## src/rtl/alu_pkg.sv

```systemverilog
// Shared ALU-side types: default datapath width and the issue/capture FSM states.
package alu_pkg;
    localparam int WIDTH_DEF = 32;

    typedef enum logic [1:0] {
        IDLE   = 2'd0,
        SETTLE = 2'd1,
        HOLD   = 2'd2
    } state_e;
endpackage

```

## src/rtl/slt_lt_fixup.sv

```systemverilog
// Turns the comparator's raw difference sign into a true signed/unsigned less-than.
module slt_lt_fixup (
    input  logic x_msb,
    input  logic y_msb,
    input  logic d,
    input  logic is_unsigned,
    output logic lt
);
    // When the MSBs differ, the difference sign can be wrong; the MSBs decide directly.
    always_comb begin
        lt = d;
        if (x_msb != y_msb)
            lt = is_unsigned ? y_msb : x_msb;
    end
endmodule

```

## src/rtl/slt_sequencer.sv

```systemverilog
// Handshaked issue/capture stage around an external ripple-carry SLT comparator:
// holds operands for SETTLE_CYCLES, samples, corrects and presents the result.
module slt_sequencer
    import alu_pkg::*;
#(
    parameter int WIDTH         = WIDTH_DEF,
    parameter int SETTLE_CYCLES = 4,
    parameter int CNT_W         = 16
) (
    input  logic             clk,
    input  logic             rst_n,
    input  logic             in_valid,
    output logic             in_ready,
    input  logic [WIDTH-1:0] in_x,
    input  logic [WIDTH-1:0] in_y,
    input  logic             in_unsigned,
    output logic [WIDTH-1:0] cmp_x,
    output logic [WIDTH-1:0] cmp_y,
    input  logic             cmp_set,
    input  logic             cmp_overflow,
    output logic             out_valid,
    input  logic             out_ready,
    output logic [WIDTH-1:0] out_result,
    output logic             out_overflow,
    output logic             ovf_sticky,
    input  logic             ovf_clear,
    output logic [CNT_W-1:0] op_count
);
    localparam logic [1:0] ST_IDLE   = IDLE;
    localparam logic [1:0] ST_SETTLE = SETTLE;
    localparam logic [1:0] ST_HOLD   = HOLD;
    localparam int CW = (SETTLE_CYCLES > 1) ? $clog2(SETTLE_CYCLES) : 1;

    generate
        if (SETTLE_CYCLES < 1) begin : g_bad_settle
            $error("slt_sequencer: SETTLE_CYCLES must be >= 1");
        end
    endgenerate

    logic [1:0]    state;
    logic [CW-1:0] cnt;
    logic          mode;
    logic          lt;
    logic          accept;
    logic          sample;
    logic          handoff;

    assign in_ready = (state == ST_IDLE) | ((state == ST_HOLD) & out_ready);
    assign accept   = in_valid & in_ready;
    assign sample   = (state == ST_SETTLE) && (cnt == '0);
    assign handoff  = out_valid & out_ready;

    slt_lt_fixup u_fixup (
        .x_msb       (cmp_x[WIDTH-1]),
        .y_msb       (cmp_y[WIDTH-1]),
        .d           (cmp_set),
        .is_unsigned (mode),
        .lt          (lt)
    );

    always_ff @(posedge clk or negedge rst_n) begin
        if (!rst_n) begin
            state        <= ST_IDLE;
            cnt          <= '0;
            mode         <= 1'b0;
            cmp_x        <= '0;
            cmp_y        <= '0;
            out_valid    <= 1'b0;
            out_result   <= '0;
            out_overflow <= 1'b0;
            ovf_sticky   <= 1'b0;
            op_count     <= '0;
        end else begin
            if (handoff)
                op_count <= op_count + CNT_W'(1);

            // A sampled overflow outranks a clear arriving on the same edge.
            if (sample && cmp_overflow)
                ovf_sticky <= 1'b1;
            else if (ovf_clear)
                ovf_sticky <= 1'b0;

            case (state)
                ST_SETTLE: begin
                    if (cnt != '0) begin
                        cnt <= cnt - CW'(1);
                    end else begin
                        out_result   <= {{(WIDTH-1){1'b0}}, lt};
                        out_overflow <= cmp_overflow;
                        out_valid    <= 1'b1;
                        state        <= ST_HOLD;
                    end
                end
                ST_HOLD: begin
                    if (out_ready) begin
                        out_valid <= 1'b0;
                        state     <= ST_IDLE;
                    end
                end
                ST_IDLE: ;
                default: state <= ST_IDLE;
            endcase

            // Accept overrides the HOLD->IDLE exit so handoff and new issue share a cycle.
            if (accept) begin
                cmp_x <= in_x;
                cmp_y <= in_y;
                mode  <= in_unsigned;
                cnt   <= CW'(SETTLE_CYCLES - 1);
                state <= ST_SETTLE;
            end
        end
    end
endmodule

```

## config.mk

```make
export PLATFORM = sky130hd
export DESIGN_NAME = slt_sequencer
export DESIGN_NICKNAME = d
export VERILOG_FILES = /design/src/rtl/alu_pkg.sv /design/src/rtl/slt_lt_fixup.sv /design/src/rtl/slt_sequencer.sv
export SDC_FILE = /design/constraint.sdc
export NUM_CORES = 1
export LEC_CHECK = 0
export CORE_MARGIN = 2
export CORE_UTILIZATION = 41
export DETAILED_ROUTE_END_ITERATION = 7
export PLACE_DENSITY = 0.8
export SYNTH_ARGS = -nofsm -noshare
export SYNTH_HDL_FRONTEND = slang
export SYNTH_SLANG_ARGS = --single-unit
```

## constraint.sdc

```tcl
create_clock -name clk -period 2.2 [get_ports clk]
set_clock_uncertainty 0.2 [all_clocks]
set_input_delay 0.33 -clock clk [delete_from_list [all_inputs] [get_ports clk]]
set_output_delay 0.33 -clock clk [all_outputs]
set_load 0.05 [all_outputs]
```

==> results of run 1 <==
sequential cells by signal, summed over array words and instances (netlist names):
name,cells
cmp_x,32
state,2
cmp_y,32
ovf_sticky,1
out_overflow,1
mode,1
cnt,2
out_valid,1
out_result,1
op_count,16
routing by layer:
layer  routed length [µm]  part of all wire, %
met5                    0                    0
met4                  158                  1.8
met3                  615                  7.0
met2                 4260                   49
met1                 3690                   42
cells by family (layout without fill, tap and decap cells):
group / count (synthesis) / after routing / synth area share (%)
DFF: 89 / 89 / 56.0
muxes: 68 / 68 / 23.9
buffers and inverters: 44 / 189 / 9.75
and+or+nand+nor: 43 / 43 / 5.31
xor gates and xnor gates: 16 / 16 / 3.52
AOI/OAI and AO/OA: 6 / 6 / 0.818
adders and majority gates: 2 / 2 / 0.629
other: 1 / 31 / 0.0942
how the worst max path moves through the flow:
stage / end / startpoint / depth (start not counted) / slack (ns)
finish: op_count[5] / op_count[5] / 1 / 0.05
global route: op_count[5] / op_count[5] / 1 / 0.004
CTS: cmp_x[31] / cmp_x[31] / 1 / 0.01
detailed placement: cmp_y[2] / out_ready / 6 / 0.01
global placement: cmp_y[4] / out_ready / 6 / 0.03
floorplan: op_count[12] / op_count[0] / 5 / 0.22
timing repair:
item,in CTS,in global routing
endpoints found under the hold margin,28,0
gates resized for setup,0,5
setup endpoints to repair,0,5
hold buffers,1,0
per-stage QoR:
stage,cells,hold WS (ns),utilization (%),worst slack [ns]
6_report,573,0.258,62.3,0.0533
3_3_place_gp,556,0.0971,59.8,0.0302
3_5_place_dp,556,0.0959,59.8,0.0116
5_1_grt,573,0.306,62.3,0.00412
4_1_cts,573,0.246,62.2,0.00951
2_1_floorplan,299,-0.166,-,0.218
Yosys cell counts, drive strengths merged:
master / count / area, µm²
nand4: 4 / 25.0
xnor2: 10 / 87.6
conb: 1 / 3.75
nor2b: 2 / 20.0
buf: 40 / 373
o211ai: 1 / 7.51
a21oi: 1 / 5.00
nand2b: 1 / 6.26
inv: 4 / 15.0
nand2: 17 / 63.8
nor4: 1 / 6.26
xor2: 6 / 52.6
nand3: 6 / 30.0
dfrtp: 89 / 2230
o21ai: 4 / 20.0
mux2i: 2 / 20.0
and3: 3 / 18.8
mux2: 66 / 931
and2: 1 / 8.76
nor3: 2 / 10.0
ha: 2 / 25.0
nor2: 6 / 22.5
cell type report:
class	instances	area, µm²
Clock buffer	11	151
Clock inverter	5	62.6
Fill cell	738	3510
Inverter	4	15.0
Multi-Input combinational cell	166	1480
Sequential cell	89	2230
Tap cell	129	161
Timing Repair Buffer	169	1720
cell usage in the layout (no fill, tap or decap), types with 3 or more instances in the layout:
cell type	count
inv_1	4
xor2_1	6
mux2_2	16
nand2_1	17
clkbuf_8	11
nor2_1	6
xnor2_1	10
mux2_4	50
and3_1	3
conb_1	31
nand3_1	6
clkdlybuf4s50_1	149
o21ai_0	4
buf_4	10
buf_12	4
dfrtp_1	89
nand4_1	4
dlymetal6s2s_1	5
power by group:
group | switching (µW) | internal (µW) | leakage, µW | total (µW)
Combinational | 3450 | 2350 | 0.00151 | 5800
Sequential | 469 | 2350 | 0.00108 | 2820
Clock | 586 | 594 | 0.000102 | 1180
worst reg2reg max path: cells and delay by family (launching register included):
family	cells	cell delay (ns)
AND/OR/NAND/NOR	3	0.48
multiplexers	1	0.36
flip-flops	1	0.42
buffers and inverters	1	0.21
==> results.tsv, run 1 <==
stage	metric	value	unit
layout	Nets	513	
sta	Final Hold Vio Count	0	
logic_synthesis	Synth cell types	26	
clock_tree	CTS Root Cell	clkbuf_8	
global_route	gr busiest metal	met2	
sta	final worst-path cycle share	97.6	%
logic_synthesis	syn_area_per_cell	14.8	µm²
clock_tree	Clock Pin Slew Worst Setup and Hold Paths	0.09	ns
power	IR drop worst, VDD	0.00110	V
floorplan	Die Wd	103	µm
clock_tree	Setup Buffers After CTS	0	
logic_synthesis	Synth Register Bits	89	
sta	Fin Setup TNS	0	ns
critical_path	Worst EP arrival	1.62	ns
critical_path	kind of critical path	reg2out	
logic_synthesis	post-synthesis sequential area ratio	56.0	%
floorplan	DIE HEIGHT	103	µm
sta	Final Max Tran Viols	0	
global_route	vias in the first global route	2717	
critical_path	Top Family by Delay on Critical Path	buffers and inverters	
power	total chip power	9800	µW
hold_path	Hold Path Class	in2async	
placement	HPWL Detailed	6520	µm
routing	via count	2576	
critical_path	Worst R2R End	cmp_y[2]	
routing	total wire length	8730	µm
critical_path	CP Capture Type	primary output	
layout	Diodes inserted	0	
placement	GPL Wtd Cong	0.770	
routing	Initial DRC Count	50	
floorplan	Starting Density	42.7	%
logic_synthesis	synthesized instance count	269	
sta	Relative slew margins	63.9	%
routing	DRT Pass-1 Iters	4	
sta	worst slew pin tran	0.541	ns
floorplan	I/O pin total	188	
global_route	M1 GR Usage	21.4	%
clock_tree	Sink Count	89	
routing	Routed Antenna Nets	0	
clock_tree	clk_lat worst skew	0.34	ns
layout	layout cells sized above 1	22.1	%
global_route	pin count of the biggest net entering global routing	43	
flow_run	Max-cap violations	0	
sta	Tmin final	2.15	ns
clock_tree	H-tree Lvls	3	
sta	FMAX	466	MHz
power	Pwr Density	1690	mW/mm²
critical_path	CP max-delay cell	clkdlybuf4s50_1	
placement	Buffers on Ports	156	
clock_tree	CTS tree	done	
global_route	M2 GR Usage	27.3	%
critical_path	critical-path cell list	clkdlybuf4s50_1	
floorplan	Rows	35	
critical_path	worst reg2reg startpoint	state[1]	
floorplan	Die ar.	0.0105	mm²
sta	RSZ-0062 raised after global routing	no	
critical_path	R2R cell count	5	
routing	Vias/cell	4.50	
critical_path	crit path launch type	flop	
placement	Post-Place Cell Area	0.00558	mm²
global_route	initial antenna violation count	0	
routing	WL/cell	15.2	µm
logic_synthesis	YS warnings	0	
clock_tree	Clock Path Buffers	2	
critical_path	crit path max fanout	5	
status	status	finished clean	
logic_synthesis	Cell Area, Synth	0.00398	mm²
sta	Final setup viols	0	
global_route	M3 GR Usage	3.53	%
global_route	global-route usage over all layers	16.5	%
layout	P&R area growth vs syn	46.1	%
layout	fin area	0.00581	mm²
critical_path	Critical Path Max Stage Delay	0.84	ns
power	leak pwr	0.00269	µW
global_route	grt total ovfl	0	
global_route	first-pass GRT wire length	13500	µm
floorplan	Core ar.	0.00933	mm²
critical_path	Worst EP required	1.67	ns
critical_path	r2r setup slk	0.42	ns
routing	drt drc	0	
critical_path	Buf/Inv on CP	1	
clock_tree	CTS Buf Count	9	
Note: power is estimated with default switching activity, not from simulation.
==> run 2: changes to the inputs <==
--- a/config.mk
+++ b/config.mk
@@ -5,10 +5,13 @@
 export SDC_FILE = /design/constraint.sdc
 export NUM_CORES = 1
 export LEC_CHECK = 0
+export CELL_PAD_IN_SITES_DETAIL_PLACEMENT = 1
+export CELL_PAD_IN_SITES_GLOBAL_PLACEMENT = 2
+export CORE_ASPECT_RATIO = 2
 export CORE_MARGIN = 2
-export CORE_UTILIZATION = 41
+export CORE_UTILIZATION = 28
 export DETAILED_ROUTE_END_ITERATION = 7
-export PLACE_DENSITY = 0.8
+export PLACE_DENSITY = 0.85
 export SYNTH_ARGS = -nofsm -noshare
 export SYNTH_HDL_FRONTEND = slang
 export SYNTH_SLANG_ARGS = --single-unit
==> constraint.sdc (replaced) <==
create_clock -name clk -period 2.6 [get_ports clk]
set_clock_uncertainty 0.2 [all_clocks]
set_input_delay 0.39 -clock clk [delete_from_list [all_inputs] [get_ports clk]]
set_output_delay 0.39 -clock clk [all_outputs]
set_load 0.05 [all_outputs]
==> run 2 against run 1 <==
Worst setup slack improved by 0.33 ns; first-iteration DRC count rose by 62%; via count rose by 1.6%; die area rose by 45%; global-route usage fell by 3.0 points; sequential cell count did not move; total power fell by 12%; hold slack improved by 0.014 ns; critical path depth did not move; wire length rose by 18%; non-clock buffer count fell by 4; core utilization fell by 20 points; largest power group unchanged.
==> results.tsv, run 2 (synthesized netlist as in run 1, its figures left out) <==
stage	metric	value	unit	change
layout	commonest non-fill, non-tap cell in the layout	clkdlybuf4s50_1		
critical_path	crit path max fanout	6		+1
floorplan	Die Wd	88.3	µm	-14%
critical_path	Critical Path Max Stage Delay	0.85	ns	about the same
layout	FILL cells	1499		+100%
clock_tree	CTS Buf Count	9		unchanged
power	IR drop worst, VDD	0.000550	V	-50%
status	status	finished clean		
sta	final worst-path cycle share	85.1	%	
global_route	global-route usage over all layers	13.5	%	-3.0 points
sta	Fin Setup TNS	0	ns	unchanged
global_route	initial antenna violation count	0		unchanged
power	Seq pwr share	27.6	%	-1.2 points
placement	HPWL Detailed	7870	µm	+21%
routing	drt drc	0		unchanged
routing	Vias/cell	4.17		-7.3%
power	clock share of power	15.4	%	+3.4 points
clock_tree	Sink Count	89		unchanged
sta	Final Max Tran Viols	0		unchanged
placement	GPL Wtd Cong	0.723		-6.0%
critical_path	crit path launch type	flop		
critical_path	kind of critical path	reg2out		
floorplan	Rows	61		+74%
critical_path	CP max-delay cell	clkdlybuf4s50_1		
critical_path	Worst EP arrival	1.62	ns	about the same
clock_tree	Setup Buffers After CTS	0		unchanged
clock_tree	hold_buf cts	1		unchanged
critical_path	Worst EP required	2.01	ns	+0.34 ns
critical_path	critical-path cell list	clkdlybuf4s50_1		
clock_tree	clk_lat worst skew	0.33	ns	about the same
sta	Tmin final	2.21	ns	
layout	FF/Latch Area	0.00223	mm²	unchanged
power	Pwr Density	1450	mW/mm²	-14%
placement	Post-Place Cell Area	0.00562	mm²	+0.81%
routing	WL/cell	16.4	µm	+7.5%
floorplan	Starting Density	28.6	%	-14 points
layout	largest registers	cmp_x x32, cmp_y x32, op_count x16		
layout	fin area	0.00593	mm²	+2.0%
floorplan	I/O pin total	188		unchanged
routing	total wire length	10300	µm	+18%
clock_tree	CTS Root Cell	clkbuf_16		
routing	via count	2616		+1.6%
layout	fin util	42.7	%	-20 points
global_route	vias in the first global route	2880		+6.0%
layout	Nets	509		-0.78%
clock_tree	post-CTS resize count	0		unchanged
placement	Buffers on Ports	156		unchanged
power	cell-internal power	4720	µW	-11%
critical_path	CP Capture Type	primary output		
power	leak pwr	0.00263	µW	-2.3%
critical_path	Top Family by Delay on Critical Path	buffers and inverters		
sta	Final Hold Vio Count	0		unchanged
sta	worst slew pin tran	0.645	ns	+0.104 ns
power	combinational share of power	57.0	%	-2.2 points
global_route	grt total ovfl	0		unchanged
layout	P&R area growth vs syn	49.1	%	
sta	Relative slew margins	57.0	%	-6.9 points
routing	Routed Antenna Nets	0		unchanged
power	switching share of total power	45.3	%	-0.69 points
clock_tree	Clock Path Buffers	2		unchanged
layout	Diodes inserted	0		unchanged
clock_tree	H-tree Lvls	3		unchanged
sta	Final setup viols	0		unchanged
layout	layout cells sized above 1	21.2	%	-0.89 points
layout	commonest non-fill, non-tap cells in the layout	154 x clkdlybuf4s50_1, 89 x dfrtp_1, 50 x mux2_4		
sta	RSZ-0062 raised after global routing	no		
critical_path	Buf/Inv on CP	1		unchanged
hold_path	Hold Path Class	reg2reg		
clock_tree	Clock Pin Slew Worst Setup and Hold Paths	0.07	ns	-0.02 ns
power	switching pwr	3900	µW	-13%
floorplan	DIE HEIGHT	173	µm	+68%
global_route	first-pass GRT wire length	15700	µm	+16%
floorplan	Die ar.	0.0152	mm²	+45%
sta	FMAX	452	MHz	
flow_run	Max-cap violations	0		unchanged
floorplan	Core ar.	0.0139	mm²	+49%
routing	Initial DRC Count	81		+62%
global_route	pin count of the biggest net entering global routing	49		+14%
layout	footprint of the multi-input gates	0.00148	mm²	unchanged
routing	DRT Pass-1 Iters	3		-1
clock_tree	CTS tree	done		
[run 2: area by class of cell]
type | count | area share [%]
multi-input cells | 166 | 24.9
clock buffers | 9 | 3.80
clock inverters | 6 | 1.27
inverters | 4 | 0.253
well taps | 189 | 3.99
flip-flops and latches | 89 | 37.5
repair buffers | 165 | 28.3
[run 2: worst paths after layout]
path	from	endpoint	slack, ns	cells after the start
hold reg to reg	op_count[15]	op_count[15]	0.27	1
setup / recovery	op_count[7]	op_count[7]	0.39	1
setup reg to reg	state[1]	cmp_y[3]	0.74	5
hold / removal	op_count[15]	op_count[15]	0.27	1
max in group asynchronous	rst_n	cmp_y[23]	1.06	3
min in group asynchronous	rst_n	cmp_x[21]	0.42	2
[run 2: per-stage QoR]
| stage | hold slack [ns] | power (µW) | std cells | setup slack [ns] |
|---|---|---|---|---|
| after floorplan | -0.106 | 5840 | 299 | 0.618 |
| after global placement | 0.252 | 7250 | 612 | 0.220 |
| after detailed placement | 0.265 | 7360 | 612 | 0.185 |
| after CTS | 0.278 | 8740 | 628 | 0.346 |
| after global routing | 0.309 | 9020 | 628 | 0.320 |
| final | 0.272 | 8630 | 628 | 0.387 |
[run 2: routing by layer]
metal,up-vias,part of all wire [%],track usage [%]
li1,1169,-,-
met1,1318,33,13.0
met2,121,58,26.0
met3,8,7.8,4.58
met4,0,1.2,3.54
met5,-,0,0
[run 2: power by group through the flow]
stage / logic [µW] / registers [µW] / clock network, µW
CTS: 4970 / 2390 / 1380
global placement: 4880 / 2370 / 0
global route: 5120 / 2470 / 1440
detailed placement: 4960 / 2410 / 0
floorplan: 1550 / 4290 / 0
finish: 4920 / 2380 / 1330
==> run 3: changes to the inputs <==
--- a/config.mk
+++ b/config.mk
@@ -8,9 +8,9 @@
 export CELL_PAD_IN_SITES_DETAIL_PLACEMENT = 1
 export CELL_PAD_IN_SITES_GLOBAL_PLACEMENT = 2
 export CORE_ASPECT_RATIO = 2
-export CORE_MARGIN = 2
 export CORE_UTILIZATION = 28
 export DETAILED_ROUTE_END_ITERATION = 7
+export GPL_ROUTABILITY_DRIVEN = 0
 export PLACE_DENSITY = 0.85
 export SYNTH_ARGS = -nofsm -noshare
 export SYNTH_HDL_FRONTEND = slang
==> run 3 against run 2 <==
Wire length increased by 0.23%; core utilization up 0.054 points; worst setup slack got worse by 0.012 ns; hold slack improved by 0.013 ns; sequential cell count unchanged; register-to-register slack got worse by 0.04 ns; first-iteration DRC count is 59% lower; largest power group unchanged; sequential share of layout area hardly changed; combinational power barely moved; largest cell class unchanged; sequential power hardly changed.
==> results.tsv, run 3 (synthesized netlist as in run 1, its figures left out) <==
stage	metric	value	unit	change
hold_path	Hold Path Class	reg2reg		
floorplan	Die Wd	86.3	µm	-2.3%
routing	total wire length	10300	µm	+0.23%
routing	top layer in use	met4		
clock_tree	CTS Root Cell	clkbuf_16		
global_route	global-route usage over all layers	14.3	%	+0.83 points
routing	drt drc	0		unchanged
layout	fin util	42.8	%	+0.054 points
layout	commonest non-fill, non-tap cells in the layout	154 x clkdlybuf4s50_1, 89 x dfrtp_1, 50 x mux2_4		
global_route	grt total ovfl	0		unchanged
global_route	vias in the first global route	2905		+0.87%
floorplan	DIE HEIGHT	171	µm	-1.2%
critical_path	Worst EP arrival	1.64	ns	+0.02 ns
layout	FF/Latch Area	0.00223	mm²	unchanged
routing	Vias/cell	4.17		+0.20%
critical_path	kind of critical path	reg2out		
sta	Relative slew margins	55.9	%	-1.0 points
critical_path	R2R cell count	5		unchanged
critical_path	Critical Path Max Stage Delay	0.87	ns	+0.02 ns
critical_path	CP Capture Type	primary output		
routing	Routed Antenna Nets	0		unchanged
critical_path	crit path max fanout	4		-2
sta	Final setup viols	0		unchanged
hold_path	Hold Path Depth	1		unchanged
global_route	first-pass GRT wire length	15700	µm	+0.35%
routing	wl on met1	3480	µm	+2.5%
sta	Tmin final	2.23	ns	+0.0125 ns
floorplan	Rows	61		unchanged
routing	met2 routed WL	6040	µm	+1.2%
layout	layout cells sized above 1	21.0	%	-0.18 points
layout	Nets	508		-0.20%
sta	final worst-path cycle share	85.6	%	+0.48 points
routing	via count	2617		+0.038%
critical_path	worst reg2reg startpoint	state[1]		
critical_path	CP max-delay cell	clkdlybuf4s50_1		
critical_path	Worst R2R End	cmp_x[21]		
sta	Worst Slack Setup Final	0.375	ns	-0.0125 ns
critical_path	critical-path cell list	clkdlybuf4s50_1		
power	leak pwr	0.00263	µW	+0.14%
floorplan	Core ar.	0.0139	mm²	unchanged
critical_path	Top Family by Delay on Critical Path	buffers and inverters		
floorplan	Starting Density	28.6	%	unchanged
critical_path	crit path launch type	flop		
clock_tree	clk_lat worst skew	0.33	ns	about the same
sta	final hold slack	0.285	ns	+0.0125 ns
routing	WL/cell	16.4	µm	+0.39%
layout	largest registers	cmp_x x32, cmp_y x32, op_count x16		
sta	Final Hold Vio Count	0		unchanged
clock_tree	Clock Path Buffers	2		unchanged
layout	FILL cells	1486		-0.87%
floorplan	Die ar.	0.0147	mm²	-3.4%
sta	Final Max Tran Viols	0		unchanged
clock_tree	Sink Count	89		unchanged
sta	Fin Setup TNS	0	ns	unchanged
status	status	finished clean		
hold_path	Hold Path End	op_count[15]		
sta	worst slew pin tran	0.661	ns	+0.0155 ns
critical_path	Buf/Inv on CP	1		unchanged
routing	DRT Pass-1 Iters	4		+1
layout	footprint of the multi-input gates	0.00148	mm²	unchanged
floorplan	I/O pin total	188		unchanged
sta	RSZ-0062 raised after global routing	no		
power	Pwr Density	1460	mW/mm²	+0.70%
placement	pre-CTS WS	0.163	ns	-0.0221 ns
critical_path	r2r setup slk	0.70	ns	-0.04 ns
clock_tree	CTS tree	done		
clock_tree	Setup Buffers After CTS	0		unchanged
sta	FMAX	449	MHz	-0.56%
critical_path	Worst EP required	2.01	ns	about the same
power	IR drop worst, VDD	0.000555	V	+0.91%
placement	HPWL Detailed	7870	µm	about the same
placement	Buffers on Ports	156		unchanged
layout	P&R area growth vs syn	49.3	%	
global_route	pin count of the biggest net entering global routing	50		+2.0%
clock_tree	CTS Buf Count	9		unchanged
clock_tree	H-tree Lvls	3		unchanged
hold_path	Worst Hold Launch	op_count[15]		
layout	commonest non-fill, non-tap cell in the layout	clkdlybuf4s50_1		
clock_tree	Clock Pin Slew Worst Setup and Hold Paths	0.06	ns	about the same
routing	wire length on met3	573	µm	-28%
layout	Diodes inserted	0		unchanged
flow_run	Max-cap violations	0		unchanged
global_route	initial antenna violation count	0		unchanged
routing	Initial DRC Count	33		-59%
-- run 3: cell types whose count changed in the layout (fill, tap and decap cells not counted) --
| cell | change |
|---|---|
| buf_4 | -1 |
| bufinv_16 | +1 |
| clkinv_2 | +1 |
| clkinv_4 | -1 |
| inv_8 | -1 |
-- run 3: worst max path at each step --
stage           startpoint            to  slack [ns]  cells after the start
2_1_floorplan  op_count[0]  op_count[12]        0.62                      5
3_3_place_gp     out_ready     cmp_y[26]        0.21                      6
3_5_place_dp     out_ready     cmp_x[21]        0.16                      6
4_1_cts          cmp_x[31]     cmp_x[31]        0.35                      1
5_1_grt          cmp_x[31]     cmp_x[31]        0.32                      1
6_report         cmp_x[31]     cmp_x[31]        0.37                      1
-- run 3: per-stage QoR --
| stage | instance area, µm² | instances | total power [µW] |
|---|---|---|---|
| floorplan | 4090 | 299 | 5840 |
| CTS | 5940 | 627 | 8840 |
| global placement | 5610 | 611 | 7260 |
| detailed placement | 5610 | 611 | 7390 |
| global route | 5940 | 627 | 9090 |
| finish | 5940 | 627 | 8700 |
-- run 3: timing repair --
action / CTS / global route
gates resized for setup: 0 / 0
hold endpoints to repair: 48 / 0
hold buffers: 1 / 0
-- run 3: power by group --
group          total (µW)  switching (µW)  internal [µW]
logic                4910            2950           1960
registers            2400             403           2000
clock network        1390             546            842
-- run 3: metal layers --
metal,vias up,global-route usage (%)
li1,1165,-
met1,1320,14.1
met2,117,28.4
met3,15,2.94
met4,0,5.51
met5,-,0
-- run 3: area by class of cell --
class	count	share of cell area (%)
Inverter	4	0.253
Timing Repair Buffer	164	28.1
Clock buffer	9	3.79
Tap cell	189	3.98
Clock inverter	6	1.52
Sequential cell	89	37.5
Multi-Input combinational cell	166	24.9
